`src/rtl/loader_pkg.sv`:
```
// ============================================================================
// Module  : loader_pkg
// Purpose : Shared types and constants for the UART instruction-memory loader.
// Rev     : 1.0  initial release
// ============================================================================
`default_nettype none

package loader_pkg;

  typedef enum logic [2:0] {
    IDLE   = 3'd0,
    CNT_HI = 3'd1,
    CNT_LO = 3'd2,
    DATA   = 3'd3,
    CHK    = 3'd4,
    DONE   = 3'd5,
    ERR    = 3'd6
  } state_t;

  localparam logic [7:0] SYNC_BYTE = 8'hA5;
  localparam int         CNT_W     = 16;

endpackage

`default_nettype wire

```
`src/rtl/word_assembler.sv`:
```
// ============================================================================
// Module  : word_assembler
// Purpose : Packs four bytes, first byte lowest, into a 32-bit word.
// Rev     : 1.0  initial release
// ============================================================================
`default_nettype none

module word_assembler (
  input  logic        clk,
  input  logic        reset,
  input  logic        clear,
  input  logic        en,
  input  logic [7:0]  din,
  output logic [31:0] word,
  output logic        word_ready
);

  logic [1:0]  r_lane;
  logic [23:0] r_shift;

  always_ff @(posedge clk or posedge reset) begin
    if (reset) begin
      r_lane  <= 2'd0;
      r_shift <= 24'd0;
    end else if (clear) begin
      r_lane  <= 2'd0;
      r_shift <= 24'd0;
    end else if (en) begin
      r_lane  <= r_lane + 2'd1;
      r_shift <= {din, r_shift[23:8]};
    end
  end

  // The fourth byte is inserted on the fly so the word is complete in its own cycle.
  assign word       = {din, r_shift};
  assign word_ready = en && (r_lane == 2'd3);

endmodule

`default_nettype wire

```
`src/rtl/imem_uart_loader.sv`:
```
// ============================================================================
// Module  : imem_uart_loader
// Purpose : Frames UART bytes into instruction words, writes imem, releases core.
//           Optional: LOADER_RELOAD_EN allows a new frame after DONE.
// Rev     : 1.0  initial release
// ============================================================================
`default_nettype none

module imem_uart_loader
  import loader_pkg::*;
#(
  parameter int ADDR_W         = 8,
  parameter int TIMEOUT_CYCLES = 1000000
) (
  input  logic              clk,
  input  logic              reset,
  input  logic              rx_valid,
  input  logic [7:0]        rx_data,
  output logic              imem_we,
  output logic [ADDR_W-1:0] imem_waddr,
  output logic [31:0]       imem_wdata,
  output logic              cpu_reset,
  output logic              done,
  output logic              error
);

  localparam int                IDLE_W     = $clog2(TIMEOUT_CYCLES + 1);
  localparam logic [CNT_W:0]    MAX_WORDS  = (CNT_W + 1)'(2 ** ADDR_W);
  localparam logic [IDLE_W-1:0] IDLE_LIMIT = IDLE_W'(TIMEOUT_CYCLES - 1);

  state_t            r_state, w_next;
  logic [7:0]        r_cnt_hi;
  logic [CNT_W-1:0]  r_n;
  logic [CNT_W-1:0]  r_widx;
  logic [7:0]        r_chk;
  logic [IDLE_W-1:0] r_idle;

  logic [CNT_W-1:0]  w_n;
  logic              w_sync, w_active, w_timeout, w_last_word;
  logic              w_start, w_byte_en, w_done_nx, w_err_nx, w_cpurst_nx;
  logic [31:0]       w_word;
  logic              w_word_ready;

  assign w_n         = {r_cnt_hi, rx_data};
  assign w_sync      = rx_valid && (rx_data == SYNC_BYTE);
  assign w_active    = (r_state == CNT_HI) || (r_state == CNT_LO) ||
                       (r_state == DATA)   || (r_state == CHK);
  assign w_timeout   = w_active && !rx_valid && (r_idle == IDLE_LIMIT);
  assign w_last_word = (r_widx == r_n - 1'b1);

  word_assembler u_asm (
    .clk        (clk),
    .reset      (reset),
    .clear      (w_start),
    .en         (w_byte_en),
    .din        (rx_data),
    .word       (w_word),
    .word_ready (w_word_ready)
  );

  always_ff @(posedge clk or posedge reset) begin
    if (reset) r_state <= IDLE;
    else       r_state <= w_next;
  end

  always_comb begin
    w_next = r_state;
    case (r_state)
      IDLE:   if (w_sync) w_next = CNT_HI;
      CNT_HI: if (rx_valid) w_next = CNT_LO;
      CNT_LO: if (rx_valid) begin
                if ({1'b0, w_n} > MAX_WORDS) w_next = ERR;
                else if (w_n == '0)          w_next = CHK;
                else                         w_next = DATA;
              end
      DATA:   if (w_word_ready && w_last_word) w_next = CHK;
      CHK:    if (rx_valid) w_next = (rx_data == r_chk) ? DONE : ERR;
      DONE: begin
`ifdef LOADER_RELOAD_EN
              if (w_sync) w_next = CNT_HI;
`endif
            end
      ERR:    if (w_sync) w_next = CNT_HI;
      default: w_next = IDLE;
    endcase
    if (w_timeout) w_next = ERR;
  end

  // Status flags are decoded from the next state so they land in flops with it.
  always_comb begin
    w_start     = (w_next == CNT_HI) &&
                  ((r_state == IDLE) || (r_state == ERR) || (r_state == DONE));
    w_byte_en   = (r_state == DATA) && rx_valid;
    w_done_nx   = (w_next == DONE);
    w_err_nx    = (w_next == ERR);
    w_cpurst_nx = (w_next != DONE);
  end

  always_ff @(posedge clk or posedge reset) begin
    if (reset) begin
      imem_we    <= 1'b0;
      imem_waddr <= '0;
      imem_wdata <= 32'd0;
      cpu_reset  <= 1'b1;
      done       <= 1'b0;
      error      <= 1'b0;
      r_cnt_hi   <= 8'd0;
      r_n        <= '0;
      r_widx     <= '0;
      r_chk      <= 8'd0;
      r_idle     <= '0;
    end else begin
      imem_we   <= w_word_ready;
      done      <= w_done_nx;
      error     <= w_err_nx;
      cpu_reset <= w_cpurst_nx;
      if (w_word_ready) begin
        imem_waddr <= r_widx[ADDR_W-1:0];
        imem_wdata <= w_word;
        r_widx     <= r_widx + 1'b1;
      end
      if (r_state == CNT_HI && rx_valid) r_cnt_hi <= rx_data;
      if (r_state == CNT_LO && rx_valid) r_n <= w_n;
      if (w_byte_en) r_chk <= r_chk + rx_data;
      if (w_start) begin
        r_widx <= '0;
        r_chk  <= 8'd0;
      end
      if (!w_active || rx_valid) r_idle <= '0;
      else                       r_idle <= r_idle + 1'b1;
    end
  end

endmodule

`default_nettype wire

```
`config.mk`:
```
export PLATFORM = sky130hd
export DESIGN_NAME = imem_uart_loader
export DESIGN_NICKNAME = d
export VERILOG_FILES = /design/src/rtl/loader_pkg.sv /design/src/rtl/word_assembler.sv /design/src/rtl/imem_uart_loader.sv
export SDC_FILE = /design/constraint.sdc
export NUM_CORES = 1
export LEC_CHECK = 0
export CORE_MARGIN = 8
export CORE_UTILIZATION = 63
export DETAILED_ROUTE_END_ITERATION = 10
export HOLD_SLACK_MARGIN = 0.15
export PLACE_DENSITY = 0.94
export SKIP_LAST_GASP = 1
export SLEW_MARGIN = 10
export SYNTH_ARGS = -nofsm -noshare
export SYNTH_HDL_FRONTEND = slang
export SYNTH_HIERARCHICAL = 1
export SYNTH_SLANG_ARGS = --single-unit
```
`constraint.sdc`:
```
create_clock -name clk -period 9.78 [get_ports clk]
set_input_delay 1.467 -clock clk [delete_from_list [all_inputs] [get_ports clk]]
set_output_delay 1.467 -clock clk [all_outputs]
set_load 0.01 [all_outputs]
```
Word-level counts from Yosys, hierarchy flattened

Index checks and enable logic that the tools add are counted.

Reduce and logical (&&, ||, !) cells: 22
Equal/unequal tests: 15
$lt $le $gt $ge: 1
Mux-type cells: 19
$add $sub $neg: 5

Operator list:

| operator                                                                          | count |
|---|---|
| 24-bit 2-to-1 mux                                                                 | 2 |
| 16-bit 2-to-1 mux                                                                 | 2 |
| 3-bit 2-to-1 mux                                                                  | 8 |
| 20-bit by 1-bit adder with 20-bit output (second input constant)                  | 1 |
| 20-bit == test (second input constant)                                            | 1 |
| 20-bit 2-to-1 mux                                                                 | 1 |
| 3-bit case mux with 6 select lines                                                | 1 |
| 16-bit by 1-bit adder with 16-bit output (second input constant)                  | 1 |
| 16-bit == test                                                                    | 1 |
| 16-bit by 9-bit greater-than comparator with 1-bit output (second input constant) | 1 |
| 16-bit logical NOT                                                                | 1 |
| 8-bit 2-to-1 mux                                                                  | 2 |
| 16-bit by 1-bit subtractor with 16-bit output (second input constant)             | 1 |
| 3-bit == test (second input constant)                                             | 5 |
| 1-bit logical AND                                                                 | 9 |
| 8-bit adder                                                                       | 1 |
| 8-bit == test                                                                     | 1 |
| 8-bit == test (second input constant)                                             | 1 |
| 3-bit by 1-bit == test with 1-bit output (second input constant)                  | 2 |
| 3-bit by 2-bit == test with 1-bit output (second input constant)                  | 2 |
| 1-bit logical OR                                                                  | 6 |
| 2-bit 2-to-1 mux                                                                  | 3 |
| 2-bit nonzero test                                                                | 2 |
| 3-bit logical NOT                                                                 | 1 |
| other kinds (5)                                                                   | 6 |

Word-level logic and storage cells: 76
Output and inout port bits: 44
Bits of input ports: 11
Register bits after elaboration: 141

Depth between registers and ports, before layout

Gate-level depths: netlist of run 1.

Depth after elaboration: 10
Gate-level depth with buffers: 14
Depth with buffers taken out: 11

Modules after synthesis

The synthesis of run 1 kept the hierarchy.

By module, submodules not included:

| module           | area each (um^2) | instances | sequential area each (um^2) | cells each |
|---|---|---|---|---|
| imem_uart_loader | 5704.2           | 1         | 2879.0                      | 519 |
| word_assembler   | 1158.6           | 1         | 650.6                       | 95 |

Least setup slack after synthesis of run 1

Ideal clock, no wire load.

Path type: in2reg
Start point: in rx_valid
End point: reg r_widx[9]
Arrival: 3379 ps
Required time: 9702 ps
Slack: 6323 ps
Library setup time: 78 ps
Cell stages on the path: 11
Buffers on the path: 3
Cells stage by stage: nand2_1 > clkinv_1 > buf_6 > buf_12 > and2_1 > buf_2 > nand4_1 > nor2_1 > nand3_1 > or3_1 > a21oi_1

Longest elaborated chain between the ends: 9
Elaborated cells on any way between the ends: 18
Classes of those cells: 1 x eq/ne; 8 x mux; 9 x reduce/logical

RTL lines:

| item                                                    | RTL line                | RTL |
|---|---|---|
| start: declaration                                      | imem_uart_loader.sv:17  | `input logic rx_valid,` |
| 1-bit logical AND (*)                                   | imem_uart_loader.sv:93  | `w_byte_en = (r_state == DATA) && rx_valid;` |
| via w_byte_en                                           | imem_uart_loader.sv:40  | `logic w_start, w_byte_en, w_done_nx, w_err_nx, w_cpurst_nx;` |
| 1-bit logical AND (*)                                   | word_assembler.sv:36    | `assign word_ready = en && (r_lane == 2'd3);` |
| via w_word_ready                                        | imem_uart_loader.sv:42  | `logic w_word_ready;` |
| 1-bit logical AND                                       | imem_uart_loader.sv:76  | `DATA: if (w_word_ready && w_last_word) w_next = CHK;` |
| 3-bit 2-to-1 mux                                        | imem_uart_loader.sv:76  |  |
| 3-bit case mux with 6 select lines                      | imem_uart_loader.sv:68  | `case (r_state)` |
| 3-bit 2-to-1 mux                                        | imem_uart_loader.sv:86  | `if (w_timeout) w_next = ERR;` |
| 3-bit by 1-bit == test with 1-bit output                | imem_uart_loader.sv:91  | `w_start = (w_next == CNT_HI) &&` |
| 1-bit logical AND                                       | imem_uart_loader.sv:91  |  |
| 16-bit 2-to-1 mux or 2-bit nonzero test (tied branches) | --                      |  |
| end signal: assignment                                  | imem_uart_loader.sv:120 | `r_widx <= r_widx + 1'b1;` |
| end: declaration                                        | imem_uart_loader.sv:34  | `logic [CNT_W-1:0] r_widx;` |

The timed path passes the listed nets; every way through them passes the cells marked *.
A chain may end at the register's enable or synchronous reset.

Final worst setup path of run 1

Start point: in rx_valid
End point: reg r_state[1]

Longest elaborated chain between the ends: 6
Elaborated cells on any way between the ends: 14
Classes of those cells: 7 x mux; 7 x reduce/logical

RTL lines:

| item                               | RTL line               | RTL |
|---|---|---|
| 1-bit logical AND                  | imem_uart_loader.sv:93 |  |
| via w_byte_en                      | imem_uart_loader.sv:40 |  |
| 1-bit logical AND                  | word_assembler.sv:36   |  |
| via w_word_ready                   | imem_uart_loader.sv:42 |  |
| 1-bit logical AND                  | imem_uart_loader.sv:76 |  |
| 3-bit 2-to-1 mux                   | imem_uart_loader.sv:76 |  |
| 3-bit case mux with 6 select lines | imem_uart_loader.sv:68 |  |
| 3-bit 2-to-1 mux                   | imem_uart_loader.sv:86 |  |
| via w_next[1]                      | imem_uart_loader.sv:31 | `state_t r_state, w_next;` |
| end signal: assignment             | imem_uart_loader.sv:63 | `else r_state <= w_next;` |
| end: declaration                   | imem_uart_loader.sv:31 |  |

The timed path passes the listed nets, and every way through them passes these cells.

==> results of run 1 <==
## flip-flops by register name, summed over array words and instances, names as in the netlist, 8 cells and up
signal and count:
imem_waddr 8, imem_wdata 32, r_chk 8, r_cnt_hi 8
r_idle 20, r_n 16, r_widx 16, u_asm/r_shift 24
## cell families (layout without fill, tap and decap cells)
logic type,count (synthesis),in the layout
multiplexers,86,86
AND/OR/NAND/NOR,213,213
XOR/XNOR,53,53
adder cells (fa/ha/maj),12,12
buffers and inverters,45,103
AO/OA/AOI/OAI,64,64
flip-flops,141,141
## cells in the mapped netlist, types with 2 or more instances
cell type | instances | area, um2
a211oi_1 | 3 | 22.52
a21o_1 | 3 | 22.52
a21oi_1 | 19 | 95.09
a31oi_1 | 9 | 56.30
a41oi_1 | 2 | 17.52
and2_1 | 2 | 12.51
and3_1 | 8 | 50.05
and3b_1 | 2 | 17.52
and4_1 | 2 | 17.52
buf_1 | 5 | 18.77
buf_12 | 2 | 40.04
buf_2 | 6 | 30.03
buf_4 | 9 | 67.56
buf_6 | 2 | 22.52
clkbuf_1 | 7 | 26.28
dfrtp_1 | 140 | 3503
ha_1 | 11 | 137.6
inv_1 | 12 | 45.04
mux2_2 | 60 | 675.7
mux2i_1 | 26 | 260.3
nand2_1 | 40 | 150.1
nand2b_1 | 2 | 12.51
nand3_1 | 15 | 75.07
nand4_1 | 16 | 100.1
nand4b_1 | 2 | 17.52
nor2_1 | 76 | 285.3
nor2b_1 | 5 | 31.28
nor3_1 | 13 | 65.06
nor3_2 | 2 | 20.02
nor3b_1 | 2 | 15.01
nor4_1 | 6 | 37.54
nor4_2 | 2 | 25.02
nor4_4 | 4 | 85.08
o211ai_1 | 2 | 15.01
o21ai_0 | 14 | 70.07
o21ai_1 | 3 | 15.01
or3_1 | 7 | 43.79
xnor2_1 | 28 | 245.2
xor2_1 | 25 | 219.0
## per-layer routing
| layer | GRT usage [%] | vias up | share of wire (%) |
|---|---|---|---|
| met5 | 0 | - | 0 |
| met4 | 11.16 | 0 | 3.2 |
| met3 | 5.548 | 55 | 5.4 |
| met2 | 39.49 | 202 | 52 |
| met1 | 26.72 | 2532 | 39 |
| li1 | - | 2251 | - |
## through the flow
step / hold slack, ns / cells / setup slack [ns]
after floorplan: 0.4476 / 614 / 5.271
after global placement: 0.4581 / 781 / 5.215
after detailed placement: 0.4697 / 781 / 4.994
after CTS: 0.4895 / 812 / 5.505
after global routing: 0.5053 / 812 / 5.237
final: 0.4969 / 812 / 5.387
## layout by cell type, fill, tap and decap left out, types with 13 or more instances in the layout
cell type and instances:
o21ai_0 14, mux2_2 60, clkdlybuf4s50_1 54, nor3_1 13, a21oi_1 19, nand2_1 40
nor2_1 76, nand3_1 15, nand4_1 16, clkbuf_16 16, xor2_1 25, mux2i_1 26
dfrtp_1 140, xnor2_1 28
## area by class of cell
cell class / count / share of cell area (%)
clock inverters: 12 / 2.048
inverters: 14 / 0.6879
multi-input cells: 428 / 38.45
repair buffers: 58 / 7.129
flip-flops and latches: 141 / 44.11
well taps: 140 / 2.189
clock buffers: 19 / 5.394
## final timing paths
| kind | start | to | slack, ns | depth (start not counted) |
|---|---|---|---|---|
| hold / removal | r_idle[0] | r_idle[0] | 0.50 | 1 |
| setup / recovery | rx_valid | r_state[1] | 5.39 | 10 |
| max in group asynchronous | reset | r_n[4] | 7.09 | 3 |
| min in group asynchronous | reset | imem_wdata[3] | 1.35 | 2 |
| setup reg to reg | r_state[0] | r_state[1] | 5.78 | 11 |
| hold reg to reg | r_idle[0] | r_idle[0] | 0.50 | 1 |
## where the power goes
group          internal (uW)  switching (uW)
combinational            125             163
sequential               631            80.3
clock                    396             249
total                   1150             492
==> results.sh, run 1 <==
export IMPL_syn_num_nets=637
export IMPL_grt_first_pass_wirelength_mm=26.70
export IMPL_period_share_pct=44.91
export IMPL_yosysSeqAreaShare_pct=51.43
export IMPL_clk_pin_slew_worst_paths_ns=0.06
export IMPL_antenna_found_initial=0
export IMPL_io_buffers=54
export IMPL_htree_levels=4
export IMPL_cts_resized=0
export IMPL_slew_headroom_pct=24.15
export IMPL_p_leak_uw=0.003542
export IMPL_cap_violations=0
export IMPL_ant_nets=0
export IMPL_yosys_area_share_simple_pct=16.46
export IMPL_dp_hpwl_mm=10.30
export IMPL_async_flop_share_pct=100.0
export IMPL_cts_tree="yes"
export IMPL_path_max_fanout=47
export IMPL_num_rows=38
export IMPL_finalCriticalPeriod_ns=4.393
export IMPL_n_antenna_cell=0
export IMPL_synth_top_family_by_area="simple AND/OR/NAND/NOR gates"
export IMPL_dr_pass1_iters=5
export IMPL_ys_ff_latch=141
export IMPL_power_density_mw_per_mm2=205.5
export IMPL_num_vias=5040
export IMPL_syn_area_mm2=0.006863
export IMPL_final_area_mm2=0.008003
export IMPL_wl_per_cell_um=19.46
export IMPL_tightest_slew_ns=1.138
export IMPL_drc=0
export IMPL_placed_area_mm2=0.007407
export IMPL_total_power_uw=1645
export IMPL_synthCells=614
export IMPL_hold_viol_final=0
export IMPL_pin_count=55
export IMPL_grt_use_total_pct=23.06
export IMPL_cts_buffers=17
export IMPL_dieHeight_um=120.4
export IMPL_cts_sinks=141
export IMPL_cts_root_buffer="clkbuf_8"
export IMPL_routed_wirelength_mm=15.80
export IMPL_nNetsFinal=683
export IMPL_crit_required_ns=10.18
export IMPL_synth_edf_count=0
export IMPL_drv_slew=0
export IMPL_start_util_pct=63.87
export IMPL_status="completed"
export IMPL_cts_hold_buf=0
export IMPL_cp_cell_sequence="clkdlybuf4s50_1 -> nand2_1 -> clkinv_1 -> and2_2 -> o211ai_1 -> a211oi_1 -> nand4b_1 -> nor3_1 -> and4bb_1 -> o21ai_1"
export IMPL_crit_arrival_ns=4.79
export IMPL_drive_above_1_share_pct=16.52
export IMPL_overflow=0
export IMPL_post_cts_buffers=0
export IMPL_grt_start_max_net_pins=74
export IMPL_register_area_mm2=0.003530
export IMPL_cts_buffer_depth=2
export IMPL_path_buf_inv=2
export IMPL_rsz0062_at_grt="no"
export IMPL_die_area_mm2=0.01449
export IMPL_hold_path_class="flip-flop to flip-flop"
export IMPL_post_drt_via_cell_ratio=6.207
export IMPL_coreArea_mm2=0.01075
export IMPL_slowest_stage="and2_2"
export IMPL_routabilityCongestion=0.9015
export IMPL_max_freq_ghz=0.2277
export IMPL_critPathKind="primary input to flip-flop"
export IMPL_muxShareOfSynthArea_pct=13.64
export IMPL_synth_compound_area_share_pct=5.652
export IMPL_multi_input_area_mm2=0.003077
export IMPL_fillers=654
export IMPL_cpLargestDelayFamily="simple AND/OR/NAND/NOR gates"
export IMPL_syn_area_per_cell_um2=11.18
export IMPL_setup_tns_final_ns=0
export IMPL_drt_iter0_drc=543
export IMPL_setup_viol=0
export IMPL_max_stage_delay_ns=0.91
export IMPL_clock_skew_ns=0.009194
export IMPL_synth_ff_type="dfrtp_1"
export IMPL_grt_pass1_vias=5274
export IMPL_yosysUniqueCellTypes=59
export IMPL_endpoint_kind="flip-flop"
export IMPL_final_core_util_pct=74.48
export IMPL_synthAdderAreaFrac_pct=2.297
export IMPL_insertion_delay_ns=0.53
export IMPL_die_x_um=120.4
export IMPL_ir_worst_vdd_mv=0.1408
export IMPL_yosysWarnings=6
export IMPL_start_kind="primary input"
export IMPL_synthXorXnorAreaFrac_pct=6.764
export IMPL_area_growth_pct=16.61
Note: power is estimated with default switching activity, not from simulation.
==> run 2, diff against run 1 <==
--- a/config.mk
+++ b/config.mk
@@ -6,10 +6,10 @@
 export NUM_CORES = 1
 export LEC_CHECK = 0
 export CORE_MARGIN = 8
-export CORE_UTILIZATION = 63
+export CORE_UTILIZATION = 58
 export DETAILED_ROUTE_END_ITERATION = 10
 export HOLD_SLACK_MARGIN = 0.15
-export PLACE_DENSITY = 0.94
+export PLACE_DENSITY = 0.89
 export SKIP_LAST_GASP = 1
 export SLEW_MARGIN = 10
 export SYNTH_ARGS = -nofsm -noshare
==> constraint.sdc (replaced) <==
create_clock -name clk -period 4.05 [get_ports clk]
set_input_delay 0.6075 -clock clk [delete_from_list [all_inputs] [get_ports clk]]
set_output_delay 0.6075 -clock clk [all_outputs]
set_load 0.01 [all_outputs]
==> run 2 against run 1 <==
  * Clock power is 130% higher
  * First-iteration DRC count is 14% lower
  * Critical path type is now flip-flop to flip-flop
  * Sequential power is 140% higher
  * Largest cell class unchanged
  * Cell count is 0.86% higher
  * Final area hardly changed
  * Clock-buffer cell count is 1 lower
  * Highest routed layer unchanged
==> results.sh, run 2 (synthesized netlist as in run 1, its figures left out) <==
export IMPL_final_area_mm2=0.008006
export IMPL_die_x_um=124.8
export IMPL_path_max_fanout=16
export IMPL_cts_hold_buf=0
export IMPL_n_antenna_cell=0
export IMPL_grt_first_pass_wirelength_mm=26.40
export IMPL_cts_resized=0
export IMPL_num_vias=4961
export IMPL_grt_start_max_net_pins=64
export IMPL_dieHeight_um=124.8
export IMPL_antenna_found_initial=0
export IMPL_hold_depth=1
export IMPL_placed_area_mm2=0.007446
export IMPL_setup_tns_final_ns=0
export IMPL_cts_root_buffer="clkbuf_16"
export IMPL_slew_headroom_pct=30.23
export IMPL_coreArea_mm2=0.01147
export IMPL_hold_path_class="flip-flop to flip-flop"
export IMPL_wl_per_cell_um=19.31
export IMPL_nNetsFinal=686
export IMPL_p_leak_uw=0.003552
export IMPL_grt_use_total_pct=20.85
export IMPL_ant_nets=0
export IMPL_crit_required_ns=4.34
export IMPL_cts_tree="yes"
export IMPL_dp_hpwl_mm=10.26
export IMPL_ir_worst_vdd_mv=0.3735
export IMPL_r2r_start="r_state[0]"
export IMPL_layout_commonest_cell="dfrtp_1"
export IMPL_routed_wirelength_mm=15.82
export IMPL_io_buffers=54
export IMPL_die_area_mm2=0.01557
export IMPL_post_drt_via_cell_ratio=6.057
export IMPL_regMostFlops="imem_wdata"
export IMPL_status="completed"
export IMPL_cts_buffer_depth=2
export IMPL_start_kind="flip-flop"
export IMPL_max_freq_ghz=0.3012
export IMPL_cts_sinks=141
export IMPL_post_cts_buffers=0
export IMPL_num_rows=39
export IMPL_critPathKind="flip-flop to flip-flop"
export IMPL_endpoint_kind="flip-flop"
export IMPL_largestRegisters="imem_wdata (32), u_asm/r_shift (24), r_idle (20)"
export IMPL_r2r_cells=11
export IMPL_largest_reg_flops=32
export IMPL_grt_pass1_vias=5220
export IMPL_ff2ff_setup_slack_ns=0.73
export IMPL_drt_iter0_drc=468
export IMPL_period_share_pct=81.98
export IMPL_r2r_end="r_state[1]"
export IMPL_cts_buffers=17
export IMPL_cap_violations=0
export IMPL_start_util_pct=59.85
export IMPL_dr_pass1_iters=6
export IMPL_drive_above_1_share_pct=17.16
export IMPL_setup_viol=0
export IMPL_overflow=0
export IMPL_insertion_delay_ns=0.43
export IMPL_clk_pin_slew_worst_paths_ns=0.06
export IMPL_tightest_slew_ns=1.045
export IMPL_crit_arrival_ns=3.61
export IMPL_clock_skew_ns=0.006655
export IMPL_hold_end="r_idle[0]"
export IMPL_power_density_mw_per_mm2=485.6
export IMPL_routabilityCongestion=0.8435
export IMPL_rsz0062_at_grt="no"
export IMPL_htree_levels=4
export IMPL_area_growth_pct=16.66
export IMPL_finalCriticalPeriod_ns=3.320
export IMPL_final_cell_mix="140 x dfrtp_1, 76 x nor2_1, 60 x mux2_2"
export IMPL_drc=0
export IMPL_min_delay_start="r_idle[0]"
export IMPL_drv_slew=0
export IMPL_pin_count=55
export IMPL_hold_viol_final=0
run 2: changes by cell type in the layout (fill, tap and decap cells not counted):
cell,before,now
clkbuf_8,2,1
inv_8,0,3
inv_6,1,6
clkbuf_16,16,17
clkbuf_1,1,0
bufinv_16,3,0
buf_12,0,1
clkinv_2,1,2
buf_4,4,6
clkinv_4,6,2
run 2: final cells by class:
type	count	area, um2
multi-input cells	428	3077
inverters	14	55.05
clock inverters	14	121.4
flip-flops and latches	141	3530
clock buffers	18	439.2
well taps	143	178.9
repair buffers	61	605.6
fillers	771	3461
run 2: stage by stage:
stage | total power [uW] | cells | util (%) | hold WS (ns) | setup WS (ns)
floorplan | 2244 | 614 | - | 0.4476 | 0.4001
global placement | 2354 | 787 | 64.93 | 0.4601 | 0.8972
detailed placement | 2400 | 787 | 64.93 | 0.4709 | 0.7662
CTS | 3896 | 819 | 69.82 | 0.4788 | 0.7875
global route | 4056 | 819 | 69.82 | 0.5107 | 0.5594
finish | 3888 | 819 | 69.82 | 0.4731 | 0.7298
run 2: layer usage:
layer  track usage [%]  part of all wire, %
met2             35.77                   52
met4             11.13                  3.5
met3             5.106                  4.6
met1             23.46                   40
met5                 0                    0
run 2: report_power, final:
group	internal (uW)	total, uW	switching, uW
sequential	1520	1710	189
combinational	305	692	387
clock	822	1480	661
run 2: worst max-delay path: stages, from the launching register on:
cell,delay (ns)
dfrtp_1,0.52
inv_2,0.11
nor3_1,0.41
nand2_1,0.34
clkinv_1,0.13
and2_2,0.41
o211ai_1,0.16
a211oi_1,0.24
nand4b_1,0.12
nor3_1,0.37
and4bb_1,0.29
o21ai_1,0.08
run 2: how the worst max path moves through the flow:
stage                     cells past startpoint        from  slack, ns          to
final                                        11  r_state[0]       0.73  r_state[1]
after global routing                         11  r_state[0]       0.56  r_state[1]
after CTS                                    11  r_state[0]       0.79  r_state[1]
after detailed placement                     10    rx_valid       0.77  r_state[0]
after global placement                       10    rx_valid       0.90  r_state[1]
after floorplan                               1       reset       0.40        done
